===== config.mk =====
export PLATFORM = sky130hd
export DESIGN_NAME = activation_writer_bram
export DESIGN_NICKNAME = d
export VERILOG_FILES = /design/src/rtl/activation_writer_bram_pkg.sv /design/src/rtl/activation_writer_bram.sv
export SDC_FILE = /design/constraint.sdc
export NUM_CORES = 1
export LEC_CHECK = 0
export ABC_AREA = 1
export BUFFER_PORTS_ARGS = -buffer_cell sky130_fd_sc_hd__clkbuf_2
export CORE_UTILIZATION = 32
export DETAILED_ROUTE_END_ITERATION = 16
export PLACE_DENSITY = 0.63
export SYNTH_ARGS = -nofsm -noshare
export SYNTH_HDL_FRONTEND = slang
export SYNTH_SLANG_ARGS = --single-unit

===== constraint.sdc =====
create_clock -name clk -period 1.6 [get_ports clk]
set_input_delay 0 -clock clk [delete_from_list [all_inputs] [get_ports clk]]
set_output_delay 0 -clock clk [all_outputs]
set_load 0.02 [all_outputs]

===== src/rtl/activation_writer_bram_pkg.sv =====
// activation_writer_bram_pkg: shared BRAM geometry, writer state encoding and layer base addresses
package activation_writer_bram_pkg;
  localparam int BRAM_DW = 8;
  localparam int BRAM_AW = 18;
  localparam logic [BRAM_AW-1:0] L1_W_BASE = 18'd64512;
  localparam logic [BRAM_AW-1:0] L1_B_BASE = 18'd65024;
  localparam logic [BRAM_AW-1:0] L2_W_BASE = 18'd65536;
  localparam logic [BRAM_AW-1:0] ACT_BASE = 18'd131072;
  typedef enum logic [1:0] {
    ST_IDLE  = 2'd0,
    ST_WRITE = 2'd1,
    ST_DONE  = 2'd2
  } wr_state_e;
endpackage


===== src/rtl/activation_writer_bram.sv =====
// activation_writer_bram: streams a packed activation vector into the shared BRAM, one element per cycle
module activation_writer_bram
  import activation_writer_bram_pkg::*;
#(
  parameter int NUM_ELEMS  = 8,
  parameter int W          = BRAM_DW,
  parameter int ADDR_WIDTH = BRAM_AW,
  parameter int LEN_WIDTH  = $clog2(NUM_ELEMS + 1)
) (
  input  logic                    clk,
  input  logic                    rst_n,
  input  logic                    start,
  input  logic [NUM_ELEMS*W-1:0]  data_in,
  input  logic [ADDR_WIDTH-1:0]   base_addr,
  input  logic [LEN_WIDTH-1:0]    length,
  output logic                    bram_en,
  output logic                    bram_wen,
  output logic [ADDR_WIDTH-1:0]   bram_addr,
  output logic [W-1:0]            bram_din,
  output logic                    busy,
  output logic                    done
);
  wr_state_e state_q, state_d;
  logic [NUM_ELEMS*W-1:0] buf_q, buf_d;
  logic [ADDR_WIDTH-1:0] addr_q, addr_d;
  logic [LEN_WIDTH-1:0] len_q, len_d, idx_q, idx_d, len_eff;
  logic en_q, en_d, wen_q, wen_d, busy_q, busy_d, done_q, done_d;
  logic [ADDR_WIDTH-1:0] baddr_q, baddr_d;
  logic [W-1:0] din_q, din_d;
  assign len_eff = (length > LEN_WIDTH'(NUM_ELEMS)) ? LEN_WIDTH'(NUM_ELEMS) : length;
  // next-state and registered-output computation
  always_comb begin
    state_d = state_q;
    buf_d   = buf_q;
    addr_d  = addr_q;
    len_d   = len_q;
    idx_d   = idx_q;
    en_d    = 1'b0;
    wen_d   = 1'b0;
    baddr_d = baddr_q;
    din_d   = din_q;
    done_d  = 1'b0;
    case (state_q)
      ST_IDLE: if (start) begin
        buf_d   = data_in;
        addr_d  = base_addr;
        len_d   = len_eff;
        idx_d   = '0;
        state_d = (len_eff != '0) ? ST_WRITE : ST_DONE;
      end
      ST_WRITE: begin
        en_d    = 1'b1;
        wen_d   = 1'b1;
        baddr_d = addr_q + ADDR_WIDTH'(idx_q);
        din_d   = buf_q[idx_q*W +: W];
        idx_d   = idx_q + 1'b1;
        state_d = (idx_q == len_q - 1'b1) ? ST_DONE : ST_WRITE;
      end
      ST_DONE: begin
        done_d  = 1'b1;
        state_d = ST_IDLE;
      end
      default: state_d = ST_IDLE;
    endcase
    busy_d = (state_d != ST_IDLE);
  end
  // state, burst context and output registers with asynchronous reset
  always_ff @(posedge clk or negedge rst_n) begin
    if (!rst_n) begin
      state_q <= ST_IDLE;
      buf_q   <= '0;
      addr_q  <= '0;
      len_q   <= '0;
      idx_q   <= '0;
      en_q    <= 1'b0;
      wen_q   <= 1'b0;
      baddr_q <= '0;
      din_q   <= '0;
      busy_q  <= 1'b0;
      done_q  <= 1'b0;
    end else begin
      state_q <= state_d;
      buf_q   <= buf_d;
      addr_q  <= addr_d;
      len_q   <= len_d;
      idx_q   <= idx_d;
      en_q    <= en_d;
      wen_q   <= wen_d;
      baddr_q <= baddr_d;
      din_q   <= din_d;
      busy_q  <= busy_d;
      done_q  <= done_d;
    end
  end
  assign bram_en   = en_q;
  assign bram_wen  = wen_q;
  assign bram_addr = baddr_q;
  assign bram_din  = din_q;
  assign busy      = busy_q;
  assign done      = done_q;
endmodule


# == Word-level counts from Yosys, hierarchy flattened ==
# Cells that the tools add are included.
# Widths: inputs -> output; s select.
# totals
word_cells,34
romBits,0
ff_bits,121
latchBits,0
n_memories,0
ramBits,0
# classes
reduce_logical,6
addsub,3
shifts,1
n_eq_ne,4
n_mul,0
n_mux,9
bitwise,0
order_cmp,1
div_mod_pow,0
# ops
op,count
$shiftx 64x8->8,1
$add 18x4->18,1
$mux 4,2
$pmux 4 s2,1
$mux 2,3
$add 4x1->4 const B,1
$eq 4x4->1,1
$gt 4x4->1 const B,1
$pmux 2 s2,1
$reduce_and 2->1,2
$reduce_bool 2->1,2
$reduce_bool 4->1,1
$sub 4x1->4 const B,1
$eq 2x1->1 const B,1
$eq 2x2->1 const B,1
$logic_not 2->1,1
$mux 1,2
$ne 2x2->1 const B,1

# == Longest topological paths before layout ==
# Gate-level depths: netlist of run 1.
# logic_depth
ltp_word,7
mapped_depth,11

# == Least setup slack after synthesis of run 1 ==
# OpenSTA, ideal clock, no wires.
# synth_path
path_type,register -> register
startpoint,reg idx_q[1]
endpoint,reg baddr_q[16] (netlist: bram_addr[16])
arrival_ps,1498
setup_time_ps,117
path_stages_with_launch,12
n_path_buf,1
path_slack_ps,-14
path_cell_list,dfrtp_1 -> buf_2 -> inv_1 -> fa_1 -> nor2_1 -> nor2_2 -> nor2_2 -> nand2_1 -> nand2_1 -> nand2_1 -> nand2_1 -> nand2_1
# synth_between
elab_chain_cells,1
# synth_lines
item,line,source
start: declaration,activation_writer_bram.sv:26,"logic [LEN_WIDTH-1:0] len_q, len_d, idx_q, idx_d, len_eff;"
start signal: assignment,activation_writer_bram.sv:86,idx_q <= idx_d;
$add 18x4->18,activation_writer_bram.sv:54,baddr_d = addr_q + ADDR_WIDTH'(idx_q);
end signal: assignment,activation_writer_bram.sv:89,baddr_q <= baddr_d;
end: declaration,activation_writer_bram.sv:28,"logic [ADDR_WIDTH-1:0] baddr_q, baddr_d;"
# No other way between the ends.
# A chain may end at the register's enable or synchronous reset.

# == Worst setup path in the final report of run 1 ==
# layout_path
startpoint,reg addr_q[0]
endpoint,reg baddr_q[16] (netlist: bram_addr[16])
# layout_between
elab_chain_cells,1
# layout_lines
item,line,source
start: declaration,activation_writer_bram.sv:25,"logic [ADDR_WIDTH-1:0] addr_q, addr_d;"
start signal: assignment,activation_writer_bram.sv:84,addr_q <= addr_d;
$add 18x4->18,activation_writer_bram.sv:54,
# No other way between the ends.

==> results of run 1 <==
sequential cells by signal (all words and copies together) (netlist names):
register and flops:
done 1, bram_wen 1, busy 1, bram_din 8, state_q 2, addr_q 18
len_q 4, idx_q 4, buf_q 64, bram_addr 18
how the worst max path moves through the flow:
stage	startpoint	endpoint	depth (start not counted)
2_1_floorplan	idx_q[0]$_DFFE_PN0P_	bram_addr[16]$_DFFE_PN0P_	11
3_3_place_gp	addr_q[0]$_DFFE_PN0P_	bram_addr[16]$_DFFE_PN0P_	11
3_5_place_dp	addr_q[0]$_DFFE_PN0P_	bram_addr[16]$_DFFE_PN0P_	11
4_1_cts	addr_q[0]$_DFFE_PN0P_	bram_addr[16]$_DFFE_PN0P_	11
5_1_grt	idx_q[0]$_DFFE_PN0P_	bram_addr[16]$_DFFE_PN0P_	11
6_report	addr_q[0]$_DFFE_PN0P_	bram_addr[16]$_DFFE_PN0P_	11
layout make-up:
type                       instances  area share, %
timing repair buffer             224           20.5
inverter                          51           2.38
sequential                       121           36.9
clock inverter                    14           2.11
multi-input combinational        513           29.4
clock buffer                      17           5.19
tap                              225           3.43
worst register-to-register path: cells and delay by family, from the launching register on:
family / cells / cell delay [ns]
AND/OR/NAND/NOR: 8 / 0.57
adder cells (fa/ha/maj): 2 / 0.54
flip-flops: 1 / 0.36
buffers and inverters: 1 / 0.06
power by group through the flow:
stage,clock [mW],sequential (mW),combinational (mW)
6_report,3.92,5.52,6.80
5_1_grt,4.12,5.70,7.72
4_1_cts,3.99,5.50,6.76
3_5_place_dp,0,5.52,6.50
3_3_place_gp,0,5.50,6.40
2_1_floorplan,0,5.66,4.31
routing by layer:
| metal | vias to the layer above | routed length, microns |
|---|---|---|
| met4 | 0 | 133 |
| met5 | - | 0 |
| met1 | 2547 | 7570 |
| met3 | 11 | 821 |
| met2 | 150 | 7820 |
| li1 | 2707 | - |
stage by stage:
stage | TNS, ns | instances
finish | -0.0281 | 1165
floorplan | 0 | 721
detailed placement | -0.182 | 1045
CTS | -0.0263 | 1165
global placement | -0.0798 | 1045
global route | -1.40 | 1165
cells by family after synthesis:
group	share of synthesized area, %
DFF	52.3
adders and majority gates	1.64
AOI/OAI and AO/OA	10.2
xor gates and xnor gates	1.36
and+or+nand+nor	27.5
buffers and inverters	7.06
layout by cell type (no fill, tap or decap), types with 4 or more instances in the layout:
| cell type | synthesis | final |
|---|---|---|
| ha_1 | 6 | 4 |
| xnor2_1 | 5 | 5 |
| nand2_2 | 7 | 7 |
| inv_2 | 6 | 5 |
| clkbuf_2 | 0 | 117 |
| nand3_1 | 28 | 25 |
| nand4_1 | 6 | 6 |
| dfrtp_1 | 121 | 121 |
| inv_1 | 44 | 44 |
| buf_12 | 0 | 6 |
| o21ai_0 | 59 | 58 |
| nand2_1 | 291 | 290 |
| o211ai_1 | 17 | 17 |
| nor2_1 | 43 | 42 |
| dlygate4sd3_1 | 0 | 88 |
| clkbuf_16 | 0 | 17 |
| nor2_2 | 5 | 6 |
| a21oi_1 | 12 | 12 |
| buf_4 | 13 | 13 |
| nand3_2 | 3 | 5 |
| xor2_1 | 4 | 4 |
| o21ai_1 | 16 | 17 |
| clkinv_2 | 0 | 4 |
timing repair:
| item | CTS | global route |
|---|---|---|
| gates resized for setup | 2 | 9 |
| setup buffers | 1 | 0 |
| endpoints found under the setup margin | 6 | 22 |
| hold buffers | 88 | 0 |
| hold endpoints to repair | 209 | 0 |
| pin swaps | 0 | 4 |
==> run metrics, run 1 <==
post-synthesis cell count 721; first-pass GRT wire length 27,000 microns; Final Max Tran Viols 0; clock root buffer master clkbuf_16; arrival time at the worst endpoint between 1.5 and 2 ns; max frequency 0.616 GHz; gr ovfl total 0; synth top area cells dfrtp_1 52%, nand2_1 19%, o21ai_0 5.1%, inv_1 2.9%, nor2_1 2.8%; final worst slack -0.0228 ns; register bit total from synthesis 121; Pleak ~4.1 nW; core area 0.0175 sq mm; clock buffer depth 2; layout cell share with drive strength beyond 1 21.4%; CP top delay family simple AND/OR/NAND/NOR gates; Pwr Total 16.2 mW; count leader, synth nand2_1; Synth Cell Area 0.00579 sq mm; WP buf/inv 1; reg2reg setup slack -0.02 ns; met2 usage about 32%; vias in the first global route 5,493; WHS between 0.1 and 0.15 ns; clock power share 24.1%; Seq/Total Area, Yosys about 52%; row count 48; Detail Route Antenna Nets 0; chip height around 140 microns; Total Wirelength between 15,000 and 20,000 microns; Fin Clk Skew 0.00874 ns; worst skew pair latency approximately 0.42 ns; met1 usage between 20% and 30%; CP Class reg -> reg; RSZ-0062 raised after global routing yes; H-tree Lvls 4; Yosys top cell area share 52.3%; clk sinks 121; vias 5,415; Register Area 0.00303 sq mm; DRC violations left 0; Iter 0 DRT Violations 280; worst slack at placement -0.0780 ns; Worst Reg-to-Reg Cells 11; EDFF count, synth 0; DP Wirelength 10,600 microns; combinational power share 41.9%; Worst slew margin 62.3%; distinct cell type count after synthesis 30; Power Internal 9.51 mW; largest net degree at the start of global routing 67; io pins ~120; worst IR drop on VDD 1.12 mV; dpl cell area 0.00666 sq mm; Clock transition at path regs 0.06 ns; buffers added on ports 118; WL/cell 14.0 microns; Placer Congestion 0.824; Commonest cells post-synth 291 x nand2_1, 121 x dfrtp_1, 59 x o21ai_0, 44 x inv_1, 43 x nor2_1; status complete, but fails checks; final setup vio count 2; Worst path most repeated cell nand2_1; Max-Cap Viols 0; area of the multi-input gates about 0.0024 sq mm; DRT Pass-1 Iters 5; Net Sw Frac 41.4%; P per Cell Area 1980 mW/mm^2; CTS tree built; worst-margin pin slew 0.565 ns; failing checks negative setup slack; Avg Cell Area, Syn 8.03 sq um; crit path capture type register; final core occ 46.9%; r2r startpoint addr_q[0]$_DFFE_PN0P_; Async SR Flop Fraction 100%; routed vias/inst 4.65; Sw Pwr ~6.7 mW; period utilization 101%; WP data required between 1.5 and 2 ns; Cell Chain, Critical Path ha_1 > inv_1 > fa_2 > nor2_2 > nor2_2 > nor2_2 > nand2_1 > nand2_1 > nand2_1 > nand2_1 > nand2_1; Final Hold Vio Count 0; Layout Nets 1,024; antenna fix cells 0; Syn-to-layout area delta 41.6%; gr usage total between 10% and 20%; Worst path slowest cell fa_2; ys flop type dfrtp_1; starting density of the core 33.1%; die width 137 microns; Sequential Power Share 34.0%; Syn Nets 817; design area 0.00820 sq mm; initial antenna violation count 0; Fill cells roughly 1,700; Synthesis Warnings 0; die area 0.0186 sq mm; Crit Path Max Fanout 4; Worst Setup Start Kind register; Synth area leader dfrtp_1; met3 usage 4.63%; Top Usage Layer GRT met2; Crit path largest cell delay 0.37 ns; crit path time final 1.62 ns; Hold Path Class in -> async; FF-to-FF End bram_addr[16]$_DFFE_PN0P_; CTS buffer count 17
No activity file was read; power rests on OpenSTA's default activity.
==> inputs of run 2 (changes only) <==
CORE_UTILIZATION = 59   (was 32)
PLACE_DENSITY = 0.95   (was 0.63)
clock period = 2.1 ns   (was 1.6 ns; I/O delays follow)
==> run metrics, run 2 (synthesis results as in run 1) <==
Worst Reg-to-Reg Cells 7; Fin Setup TNS 0 ns; postcts setup bufs 0; Crit Path Max Fanout between 50 and 60; CTS buffer count 17; Iter 0 DRT Violations 576; Fin Clk Skew 0.0118 ns; FF-to-FF End len_q[0]$_DFFE_PN0P_; CP Class reg -> reg; buffers added on ports 118; max frequency 0.517 GHz; vias between 6,000 and 7,000; Total Wirelength 20,100 microns; reg2reg setup slack 0.16 ns; Detail Route Antenna Nets 0; Pleak slightly above 4 nW; clock buffer depth 2; initial antenna violation count 0; RSZ-0062 raised after global routing no; CTS tree built; arrival time at the worst endpoint 2.38 ns; H-tree Lvls 4; final setup vio count 0; WHS 0.0594 ns; WL/cell approximately 19 microns; WP data required 2.55 ns; routed vias/inst 5.85; placed instance count 944; largest net degree at the start of global routing 80; gr ovfl total 0; starting density of the core 61.8%; first-pass GRT wire length ~32,000 microns; worst skew pair latency 0.54 ns; Worst slew margin 42.3%; Layout Nets 1,021; die area 0.0102 sq mm; Clock transition at path regs approximately 0.070 ns; period utilization 92.2%; vias in the first global route 6,441; crit path capture type register; Max-Cap Viols 0; r2r startpoint state_q[1]$_DFF_PN0_; Hold Path Class in -> async; Fill cells 469; clk sinks 121; worst IR drop on VDD roughly 0.92 mV; Largest Register buf_q; crit path time final 1.94 ns; area of the multi-input gates 0.00235 sq mm; most frequent cells in the layout 291 x nand2_1, 121 x dfrtp_1, 117 x clkbuf_2; Register Area 0.00303 sq mm; Final Hold Vio Count 0; worst-margin pin slew 0.862 ns; Worst Setup Start Kind register; Finished Layout Cells about 1,100; DRC violations left 0; Placer Congestion between 0.8 and 0.9; layout cell share with drive strength beyond 1 20.0%; chip height 101 microns; core area 0.00937 sq mm; gr usage total 42.2%; most common cell after layout, fill and taps aside nand2_1; DP Wirelength approximately 10,000 microns; crit path to len_q[0]$_DFFE_PN0P_; Setup crit start state_q[1]$_DFF_PN0_; die width 101 microns; io pins approximately 120; DRT Pass-1 Iters 8; antenna fix cells 0; Syn-to-layout area delta 37.8%; Final Max Tran Viols 0; max reg flops 64; row count 35; status complete, no violations; clock root buffer master clkbuf_8; P per Cell Area 1590 mW/mm^2
## run 2: cell types whose count changed in the layout (fill, tap and decap cells not counted), sizes merged
cell	previous run	this run
clkinv	7	5
clkinvlp	2	3
bufinv	3	2
dlygate4sd3	88	91
clkbuf	134	137
buf	19	13
## run 2: power by group
part | internal, mW | total [mW] | switching, mW
clock network | 1.80 | 2.98 | 1.18
registers | 3.46 | 4.31 | 0.848
logic | 1.78 | 5.43 | 3.65
## run 2: worst min path at each step
stage / startpoint / endpoint / slack [ns] / cells past startpoint
after global placement: rst_n / busy$_DFF_PN0_ / -0.09 / 1
after floorplan: rst_n / addr_q[0]$_DFFE_PN0P_ / -0.30 / 0
after global routing: rst_n / bram_addr[11]$_DFFE_PN0P_ / 0.09 / 3
after detailed placement: rst_n / bram_addr[3]$_DFFE_PN0P_ / -0.09 / 1
final: rst_n / buf_q[3]$_DFFE_PN0P_ / 0.06 / 3
after CTS: rst_n / bram_addr[9]$_DFFE_PN0P_ / 0.06 / 3
## run 2: metrics by stage
| step | util, % | setup WS, ns | power [mW] | area (sq um) |
|---|---|---|---|---|
| 6_report | 85.2 | 0.165 | 12.7 | 7980 |
| 5_1_grt | 85.2 | 0.113 | 13.4 | 7980 |
| 3_5_place_dp | 69.1 | 0.350 | 9.01 | 6470 |
| 2_1_floorplan | - | 0.486 | 7.59 | 5790 |
| 4_1_cts | 85.1 | 0.121 | 12.2 | 7980 |
| 3_3_place_gp | 69.1 | 0.434 | 8.75 | 6470 |
## run 2: what timing repair did
action	in CTS	in global routing
hold endpoints to repair	209	0
gates resized for setup	0	1
setup endpoints to repair	0	3
hold buffers	91	0
## run 2: worst max-delay path: stages, from the launching register on
cell and delay (ns):
dfrtp_1 0.40, inv_2 0.08, nand3_2 0.12, buf_6 0.26
nor2_2 0.22, nand2_1 0.09, dlygate4sd3_1 0.57, o21ai_1 0.10
## run 2: routing by layer
| metal | wire [microns] | vias up | track usage, % | part of all wire, % |
|---|---|---|---|---|
| met5 | 0 | - | 0 | 0 |
| met4 | 1250 | 0 | 27.4 | 6.2 |
| met3 | 1950 | 123 | 11.2 | 9.7 |
| met2 | 10000 | 487 | 73.1 | 50 |
| met1 | 6890 | 2932 | 45.5 | 34 |
| li1 | - | 2700 | - | - |
## run 2: final cells by class
type | count | area share (%)
timing repair buffer | 221 | 20.6
multi-input combinational | 513 | 29.5
inverter | 51 | 2.43
clock inverter | 12 | 1.76
clock buffer | 20 | 5.71
sequential | 121 | 37.9
tap | 129 | 2.02
==> inputs of run 3 (changes only) <==
ABC_AREA = not set   (was 1)
==> run metrics, run 3 <==
count leader, synth nand2_1; crit path time final 2.03 ns; worst skew pair latency between 0.5 and 0.6 ns; vias 5,642; WL/cell 21.4 microns; gr usage total between 40% and 50%; Layout Nets 887; Yosys top cell area share 54.8%; Fin Setup TNS 0 ns; most common cell after layout, fill and taps aside nand2_1; Crit Path Max Fanout 5; worst IR drop on VDD between 0.8 and 0.9 mV; reg2reg setup slack roughly 0.073 ns; max reg flops 64; Async SR Flop Fraction 100%; buffers added on ports around 120; CTS tree built; ys flop type dfrtp_1; clk sinks 121; Iter 0 DRT Violations roughly 530; Hold Path Class in -> async; die width 98.8 microns; arrival time at the worst endpoint around 2.5 ns; crit path capture type register; CP Class reg -> reg; P per Cell Area approximately 1600 mW/mm^2; io pins 119; EDFF count, synth 0; clock root buffer master clkbuf_8; Final Hold Vio Count 0; core area between 0.008 and 0.009 sq mm; Crit path largest cell delay 0.51 ns; first-pass GRT wire length 31,100 microns; Synth Cell Area about 0.0055 sq mm; Syn Nets 679; antenna fix cells 0; period utilization 96.5%; DRT Pass-1 Iters 5; DP Wirelength 8760 microns; WP data required 2.57 ns; Largest Register buf_q; Detail Route Antenna Nets 0; Total Wirelength between 15,000 and 20,000 microns; distinct cell type count after synthesis 44; starting density of the core 62.1%; largest net degree at the start of global routing between 100 and 150; worst slack at placement 0.0303 ns; final setup vio count 0; Commonest cells post-synth 272 x nand2_1, 121 x dfrtp_1, 27 x o21ai_0, 19 x clkbuf_1, 16 x mux4_2; chip height 98.8 microns; Pleak 3.89 nW; final worst slack roughly 0.073 ns; Final Max Tran Viols 0; Clock transition at path regs 0.07 ns; Worst path slowest cell or4b_1; register bit total from synthesis between 100 and 150; most frequent cells in the layout 271 x nand2_1, 121 x dfrtp_1, 117 x clkbuf_2; clock buffer depth 2; routed vias/inst 6.19; Fin Clk Skew 0.0111 ns; layout cell share with drive strength beyond 1 approximately a quarter; Syn-to-layout area delta 39.7%; DRC violations left 0; max frequency just under 0.5 GHz; Synth area leader dfrtp_1; initial antenna violation count 0; Worst Setup Start Kind register; H-tree Lvls 4; Worst slew margin 55.2%; vias in the first global route between 6,000 and 7,000; RSZ-0062 raised after global routing no; Cell Chain, Critical Path ha_2 > inv_1 > fa_2 > nand2b_4 > a21o_1 > or4b_1 > nand3_1; die area 0.00975 sq mm; Seq/Total Area, Yosys 54.8%; row count 34; CTS buffer count 17; Avg Cell Area, Syn 9.48 sq um; Synthesis Warnings 0; worst-margin pin slew 0.672 ns; synth top area cells dfrtp_1 55%, nand2_1 18%, mux4_2 6.5%, o21ai_0 2.4%, mux2i_1 1.4%; Max-Cap Viols 0; post-synthesis cell count 583; gr ovfl total 0; Placer Congestion 0.812; status complete, no violations
[run 3: changes by cell type after synthesis, sizes merged, moves of 8 or more]
| cell | before | now |
|---|---|---|
| nand3 | 31 | 7 |
| mux4 | 0 | 16 |
| o211ai | 17 | 0 |
| nor2 | 50 | 14 |
| o21ai | 75 | 27 |
| buf | 28 | 12 |
| nand2 | 298 | 273 |
| inv | 51 | 8 |
| mux2i | 0 | 8 |
| clkbuf | 8 | 21 |
| a21oi | 12 | 2 |
[run 3: layout make-up]
type                    instances  area (sq um)
fillers                       380          1170
inverters                       9          33.8
clock inverters                15           164
multi-input cells             420          2320
repair buffers                222          1620
well taps                     108           135
flip-flops and latches        121          3030
clock buffers                  17           414
[run 3: path summary, 6_finish.rpt]
path                                        endpoint  cells past startpoint                      from
setup / recovery           bram_addr[16]$_DFFE_PN0P_                      7      idx_q[0]$_DFFE_PN0P_
hold / removal                 buf_q[26]$_DFFE_PN0P_                      3                     rst_n
setup reg to reg           bram_addr[16]$_DFFE_PN0P_                      7      idx_q[0]$_DFFE_PN0P_
hold reg to reg             bram_addr[0]$_DFFE_PN0P_                      2  bram_addr[0]$_DFFE_PN0P_
max in group asynchronous      buf_q[45]$_DFFE_PN0P_                      3                     rst_n
min in group clk              addr_q[17]$_DFFE_PN0P_                      5                     start
[run 3: what timing repair did]
item,CTS,global route
pin swaps,1,4
setup endpoints to repair,1,3
hold endpoints to repair,209,0
hold buffers,87,0
buffers inserted,0,5
resized for setup,1,2
[run 3: report_power, final]
part | internal (mW) | leakage (nW) | switching, mW
clock network | 1.72 | 0.286 | 1.24
logic | 1.99 | 2.09 | 3.19
registers | 3.45 | 1.51 | 0.909
total | 7.16 | 3.89 | 5.33
[run 3: worst max-delay path, delay by kind of cell (launching register included)]
family	cells	cell delay, ns
adder cells (fa/ha/maj)	2	0.55
buffers and inverters	1	0.05
AO/OA/AOI/OAI	1	0.19
flip-flops	1	0.40
AND/OR/NAND/NOR	3	0.77
[run 3: metal layers]
metal	track usage (%)	up-vias	routed length, microns
li1	-	2343	-
met1	48.3	2659	6790
met2	71.0	490	9380
met3	12.3	150	1970
met4	30.5	0	1410
met5	0	-	0
[run 3: metrics by stage]
stage          hold WS, ns  area [sq um]  total power, mW  std cells  util (%)
2_1_floorplan       -0.296          5550             7.31        583         -
3_3_place_gp         0.134          6210             8.29        788      69.9
3_5_place_dp         0.142          6210             8.64        788      69.9
4_1_cts             0.0542          7660             11.8        907      86.2
5_1_grt              0.118          7720             13.0        912      86.8
6_report            0.0583          7720             12.5        912      86.8
[run 3: cell families after synthesis]
group                      Yosys count  share of synthesized area [%]
and+or+nand+nor                    322                           23.8
DFF                                121                           54.8
AOI/OAI and AO/OA                   55                           6.05
buffers and inverters               42                           3.74
muxes                               24                           7.97
xor gates and xnor gates            12                           1.90
adders and majority gates            7                           1.72
